**config.mk**
```make
export PLATFORM = sky130hd
export DESIGN_NAME = multicycle_controller
export DESIGN_NICKNAME = d
export VERILOG_FILES = /design/src/rtl/multicycle_controller.sv
export SDC_FILE = /design/constraint.sdc
export NUM_CORES = 1
export LEC_CHECK = 0
export BUFFER_PORTS_ARGS = -buffer_cell sky130_fd_sc_hd__buf_2
export CORE_AREA = 2 2 70 72
export DETAILED_ROUTE_END_ITERATION = 8
export DIE_AREA = 0 0 72 74
export PLACE_DENSITY = 0.84
export SLEW_MARGIN = 20
export SYNTH_ARGS = -nofsm -noshare
export SYNTH_HDL_FRONTEND = slang
export SYNTH_SLANG_ARGS = --single-unit
```
**constraint.sdc**
```tcl
create_clock -name clk -period 2.3 [get_ports clk]
set_clock_uncertainty 0.1 [all_clocks]
set_input_delay 0.345 -clock clk [delete_from_list [all_inputs] [get_ports clk]]
set_output_delay 0.345 -clock clk [all_outputs]
set_load 0.005 [all_outputs]
```
**src/rtl/multicycle_controller.sv**
```systemverilog
// Moore control FSM for the shared multicycle RISC-V datapath (one memory port, one ALU).
// Drives every datapath mux/enable, stalls on mem_ready and counts retired instructions.
//
// state    | meaning
// FETCH    | read instruction at PC, PC <= PC+4 when memory is ready
// DECODE   | read registers, compute branch target into ALUOut
// MEMADR   | compute load/store effective address
// MEMREAD  | load data access, waits for mem_ready
// MEMWB    | write loaded data to rd
// MEMWRITE | store data access, waits for mem_ready
// EXECR    | R-type ALU operation
// EXECI    | I-type ALU operation
// ALUWB    | write ALUOut to rd
// JAL      | PC <= target, ALUOut <= OldPC+4
// BEQ      | compare, take branch on zero
module multicycle_controller #(
  parameter int CNT_W = 32
) (
  input  logic             clk,
  input  logic             rst_n,
  input  logic [6:0]       opcode,
  input  logic             zero,
  input  logic             mem_ready,
  output logic             pc_write,
  output logic             adr_src,
  output logic             mem_write,
  output logic             ir_write,
  output logic [1:0]       result_src,
  output logic [1:0]       alu_src_a,
  output logic [1:0]       alu_src_b,
  output logic [1:0]       alu_op,
  output logic [1:0]       imm_src,
  output logic             reg_write,
  output logic             illegal_op,
  output logic             instr_done,
  output logic [CNT_W-1:0] instr_count,
  output logic [3:0]       state
);

  typedef enum logic [3:0] {
    S_FETCH    = 4'd0,
    S_DECODE   = 4'd1,
    S_MEMADR   = 4'd2,
    S_MEMREAD  = 4'd3,
    S_MEMWB    = 4'd4,
    S_MEMWRITE = 4'd5,
    S_EXECR    = 4'd6,
    S_EXECI    = 4'd7,
    S_ALUWB    = 4'd8,
    S_JAL      = 4'd9,
    S_BEQ      = 4'd10
  } state_t;

  localparam logic [6:0] OP_LW   = 7'b0000011;
  localparam logic [6:0] OP_SW   = 7'b0100011;
  localparam logic [6:0] OP_RTYP = 7'b0110011;
  localparam logic [6:0] OP_ITYP = 7'b0010011;
  localparam logic [6:0] OP_BEQ  = 7'b1100011;
  localparam logic [6:0] OP_JAL  = 7'b1101111;

  state_t state_q, state_d;
  logic   pc_write_c, ir_write_c, mem_write_c, reg_write_c, done_c, illegal_c;

  always_ff @(posedge clk or negedge rst_n) begin
    if (!rst_n) state_q <= S_FETCH;
    else        state_q <= state_d;
  end

  always_comb begin
    state_d     = S_FETCH;
    pc_write_c  = 1'b0;
    ir_write_c  = 1'b0;
    mem_write_c = 1'b0;
    reg_write_c = 1'b0;
    done_c      = 1'b0;
    illegal_c   = 1'b0;
    adr_src     = 1'b0;
    result_src  = 2'b00;
    alu_src_a   = 2'b00;
    alu_src_b   = 2'b00;
    alu_op      = 2'b00;
    case (state_q)
      S_FETCH: begin
        alu_src_b  = 2'b10;
        result_src = 2'b10;
        ir_write_c = mem_ready;
        pc_write_c = mem_ready;
        state_d    = mem_ready ? S_DECODE : S_FETCH;
      end
      S_DECODE: begin
        alu_src_a = 2'b01;
        alu_src_b = 2'b01;
        case (opcode)
          OP_LW, OP_SW: state_d = S_MEMADR;
          OP_RTYP:      state_d = S_EXECR;
          OP_ITYP:      state_d = S_EXECI;
          OP_JAL:       state_d = S_JAL;
          OP_BEQ:       state_d = S_BEQ;
          default: begin
            illegal_c = 1'b1;
            done_c    = 1'b1;
            state_d   = S_FETCH;
          end
        endcase
      end
      S_MEMADR: begin
        alu_src_a = 2'b10;
        alu_src_b = 2'b01;
        state_d   = (opcode == OP_LW) ? S_MEMREAD : S_MEMWRITE;
      end
      S_MEMREAD: begin
        adr_src = 1'b1;
        state_d = mem_ready ? S_MEMWB : S_MEMREAD;
      end
      S_MEMWB: begin
        result_src  = 2'b01;
        reg_write_c = 1'b1;
        done_c      = 1'b1;
      end
      S_MEMWRITE: begin
        adr_src     = 1'b1;
        mem_write_c = 1'b1;
        done_c      = mem_ready;
        state_d     = mem_ready ? S_FETCH : S_MEMWRITE;
      end
      S_EXECR: begin
        alu_src_a = 2'b10;
        alu_op    = 2'b10;
        state_d   = S_ALUWB;
      end
      S_EXECI: begin
        alu_src_a = 2'b10;
        alu_src_b = 2'b01;
        alu_op    = 2'b10;
        state_d   = S_ALUWB;
      end
      S_ALUWB: begin
        reg_write_c = 1'b1;
        done_c      = 1'b1;
      end
      S_JAL: begin
        alu_src_a  = 2'b01;
        alu_src_b  = 2'b10;
        pc_write_c = 1'b1;
        state_d    = S_ALUWB;
      end
      S_BEQ: begin
        alu_src_a  = 2'b10;
        alu_op     = 2'b01;
        pc_write_c = zero;
        done_c     = 1'b1;
      end
      default: state_d = S_FETCH;
    endcase
  end

  always_comb begin
    case (opcode)
      OP_SW:   imm_src = 2'b01;
      OP_BEQ:  imm_src = 2'b10;
      OP_JAL:  imm_src = 2'b11;
      default: imm_src = 2'b00;
    endcase
  end

  // State already reads FETCH in reset; the enables must also be held off.
  assign pc_write   = pc_write_c  & rst_n;
  assign ir_write   = ir_write_c  & rst_n;
  assign mem_write  = mem_write_c & rst_n;
  assign reg_write  = reg_write_c & rst_n;
  assign instr_done = done_c      & rst_n;
  assign illegal_op = illegal_c   & rst_n;
  assign state      = state_q;

  always_ff @(posedge clk or negedge rst_n) begin
    if (!rst_n)          instr_count <= '0;
    else if (instr_done) instr_count <= instr_count + 1'b1;
  end

endmodule

```
==> impl_metrics.yaml <==
timing:
  max_freq_ghz: 0.457
  drv_slew: 0
  finalHoldViolCount: 0
  period_share_pct: 95.1
  setup_slack_ns: 0.112
  finalCriticalPeriod_ns: 2.19
  timing.hold.ws_ns: 0.0222
  setup_viol: 0
  max-slew-margin-rel_pct: 69.2
  setup_tns_ns: 0
  rsz0062_at_grt: "no"
  tightest_slew_ns: 0.462
route:
  routed_wl_um: 4750
  wl_per_cell_um: 13.9
  drc: 0
  first_pass_iters: 5
  vias_per_cell: 5.33
  ant_nets: 0
  vias: 1828
  dr.first_iter.drc_count: 79
placed_design:
  dpl_worst_slack_ns: 0.134
  numPortBuffers: 63
  placed_area_um2: 2430
  gp_congestion: 0.973
  dp_hpwl_um: 3520
die:
  core_area_um2: 4600
  dieWidth_um: 72
  fp.dieH_um: 74
  initial_core_util_pct: 42.7
  ioPinCount: 64
  fp.dieArea_um2: 5330
  core.rowCount: 25
global_routing:
  antenna_found_initial: 0
  track_usage_pct: 18.1
  grt_max_degree: 38
  grt_overflow_total: 0
  grt_pass1_wl_um: 7510
  grt_pass1_vias: 1614
cells_and_area:
  seqCellArea_um2: 901
  drive_gt1_share_pct: 32.5
  stdcell_area_um2: 2580
  area_growth_pct: 31.5
  fillers: 418
  multiInputGateArea_um2: 1010
  finalNetCount: 300
  diodes: 0
logic_synthesis:
  yosys_warnings: 0
  yosysTopAreaCell: "dfrtp_1"
  synth_common_cells: "dfrtp_1 (36), xor2_1 (20), nor2_1 (19)"
  yosysMostFrequentCell: "dfrtp_1"
  synth_seq_cells: 36
  synth.cell_area_um2: 1960
  synthCells: 209
  synth_edf_count: 0
  synthArstFlopShare_pct: 100
  synthDistinctLibCells: 36
  syn-num-nets: 221
  synth_area_leaders: "dfrtp_1 (46%), xor2_1 (8.9%), xnor2_1 (6.3%), nand4_1 (3.8%), nor2_1 (3.6%)"
  synth_flop_cell: "dfrtp_1"
  yosysSeqAreaShare_pct: 45.9
  avgSynthCellArea_um2: 9.39
  yosys.area.top_type_share_pct: 45.9
critical_path:
  worstPathCellList: "nor2_1 > nand3_1 > o32a_1 > inv_4 > buf_2"
  worstPathMaxFanout: 7
  worstPathRequired_ns: 1.86
  critPathMaxStageDelay_ns: 0.46
  cp_num_buf_inv: 2
  arrival_ns: 1.74
  critPathTopFamily: "flip-flops"
  startpoint_type: "flip-flop"
  slowest_stage: "dfrtp_1"
  crit_path_end_kind: "output pin"
  critPathKind: "reg2out"
cts:
  clkSinkCount: 36
  cts.path.max_buffers: 2
  cts.clk_slew.worst_paths_ns: 0.08
  holdBufCountCts: 0
  cts_root_buffer: "clkbuf_8"
  clkLatencyLatePin_ns: 0.29
  cts_buffers: 5
  htreeDepth: 2
  cts_tree: "yes"
power:
  cellPowerDensity_nw_per_um2: 665
  leakage_nw: 1.20
  ir_drop_uv: 435
flow_run:
  drv_cap: 0
status:
  status: "finished, final reports clean"
worst_hold_path:
  worst_hold_path_type: "in2async"
[layout by cell type (no fill, tap or decap), types with 12 or more instances in the layout]
master and instances:
dfrtp_1 36, nor3_1 13, nand2_1 18, nand3_1 12
nor2_1 19, xor2_1 20, buf_2 63, nand4_1 12
xnor2_1 14, buf_4 16
[report_power, final]
part | leakage, nW | total, W | switching [W] | internal (W)
clock network | 0.0645 | 0.000606 | 0.000223 | 0.000382
logic | 0.686 | 0.000328 | 0.000161 | 0.000167
registers | 0.452 | 0.000782 | 0.0000828 | 0.000700
[layer usage]
layer  global-route usage [%]  wire (um)  vias to the layer above
met5                        0          0                        -
met4                     5.66         58                        0
met3                     4.34        423                        8
met2                     30.3       2220                       79
met1                     23.5       2050                      843
li1                         -          -                      898
[path summary, 6_finish.rpt]
kind                       slack (ns)              end       startpoint  cells after the start
max in group asynchronous        1.73   instr_count[9]            rst_n                      2
hold / removal                   0.02         state[0]            rst_n                      2
hold reg to reg                  0.37  instr_count[31]  instr_count[31]                      1
setup reg to reg                 0.13  instr_count[28]   instr_count[1]                      6
min in group clk                 0.19         state[0]        opcode[5]                      2
setup / recovery                 0.11       instr_done         state[3]                      5
[flip-flops by register name (all words and copies together), names as in the netlist]
name         count
instr_count     32
state            4
[cell type report]
| type | instances | share of cell area, % |
|---|---|---|
| inverters | 5 | 0.824 |
| clock buffers | 7 | 3.73 |
| flip-flops and latches | 36 | 34.9 |
| multi-input cells | 160 | 39.1 |
| clock inverters | 1 | 1.16 |
| well taps | 54 | 2.62 |
| repair buffers | 80 | 17.7 |
[logic make-up (layout without fill, tap and decap cells)]
kind of cell    after synthesis  after routing  share of synthesized area, %
compound gates               18             18                          5.87
simple gates                107            107                          29.7
fa+ha+maj                     1              1                         0.638
flops                        36             36                          45.9
xor+xnor                     34             34                          15.2
buf+inv                      13             93                          2.68
[metrics by stage]
stage	utilization [%]	std cells	total power, W
floorplan	-	209	0.000938
global placement	52.8	332	0.00111
detailed placement	52.8	332	0.00112
CTS	55.6	340	0.00173
global route	56.1	343	0.00181
finish	56.1	343	0.00172
[what timing repair did]
item	4_1_cts	5_1_grt
pin swaps	0	0
setup endpoints to repair	1	1
resized for setup	1	1
setup buffers	0	3
Note: power is estimated with default switching activity, not from simulation.
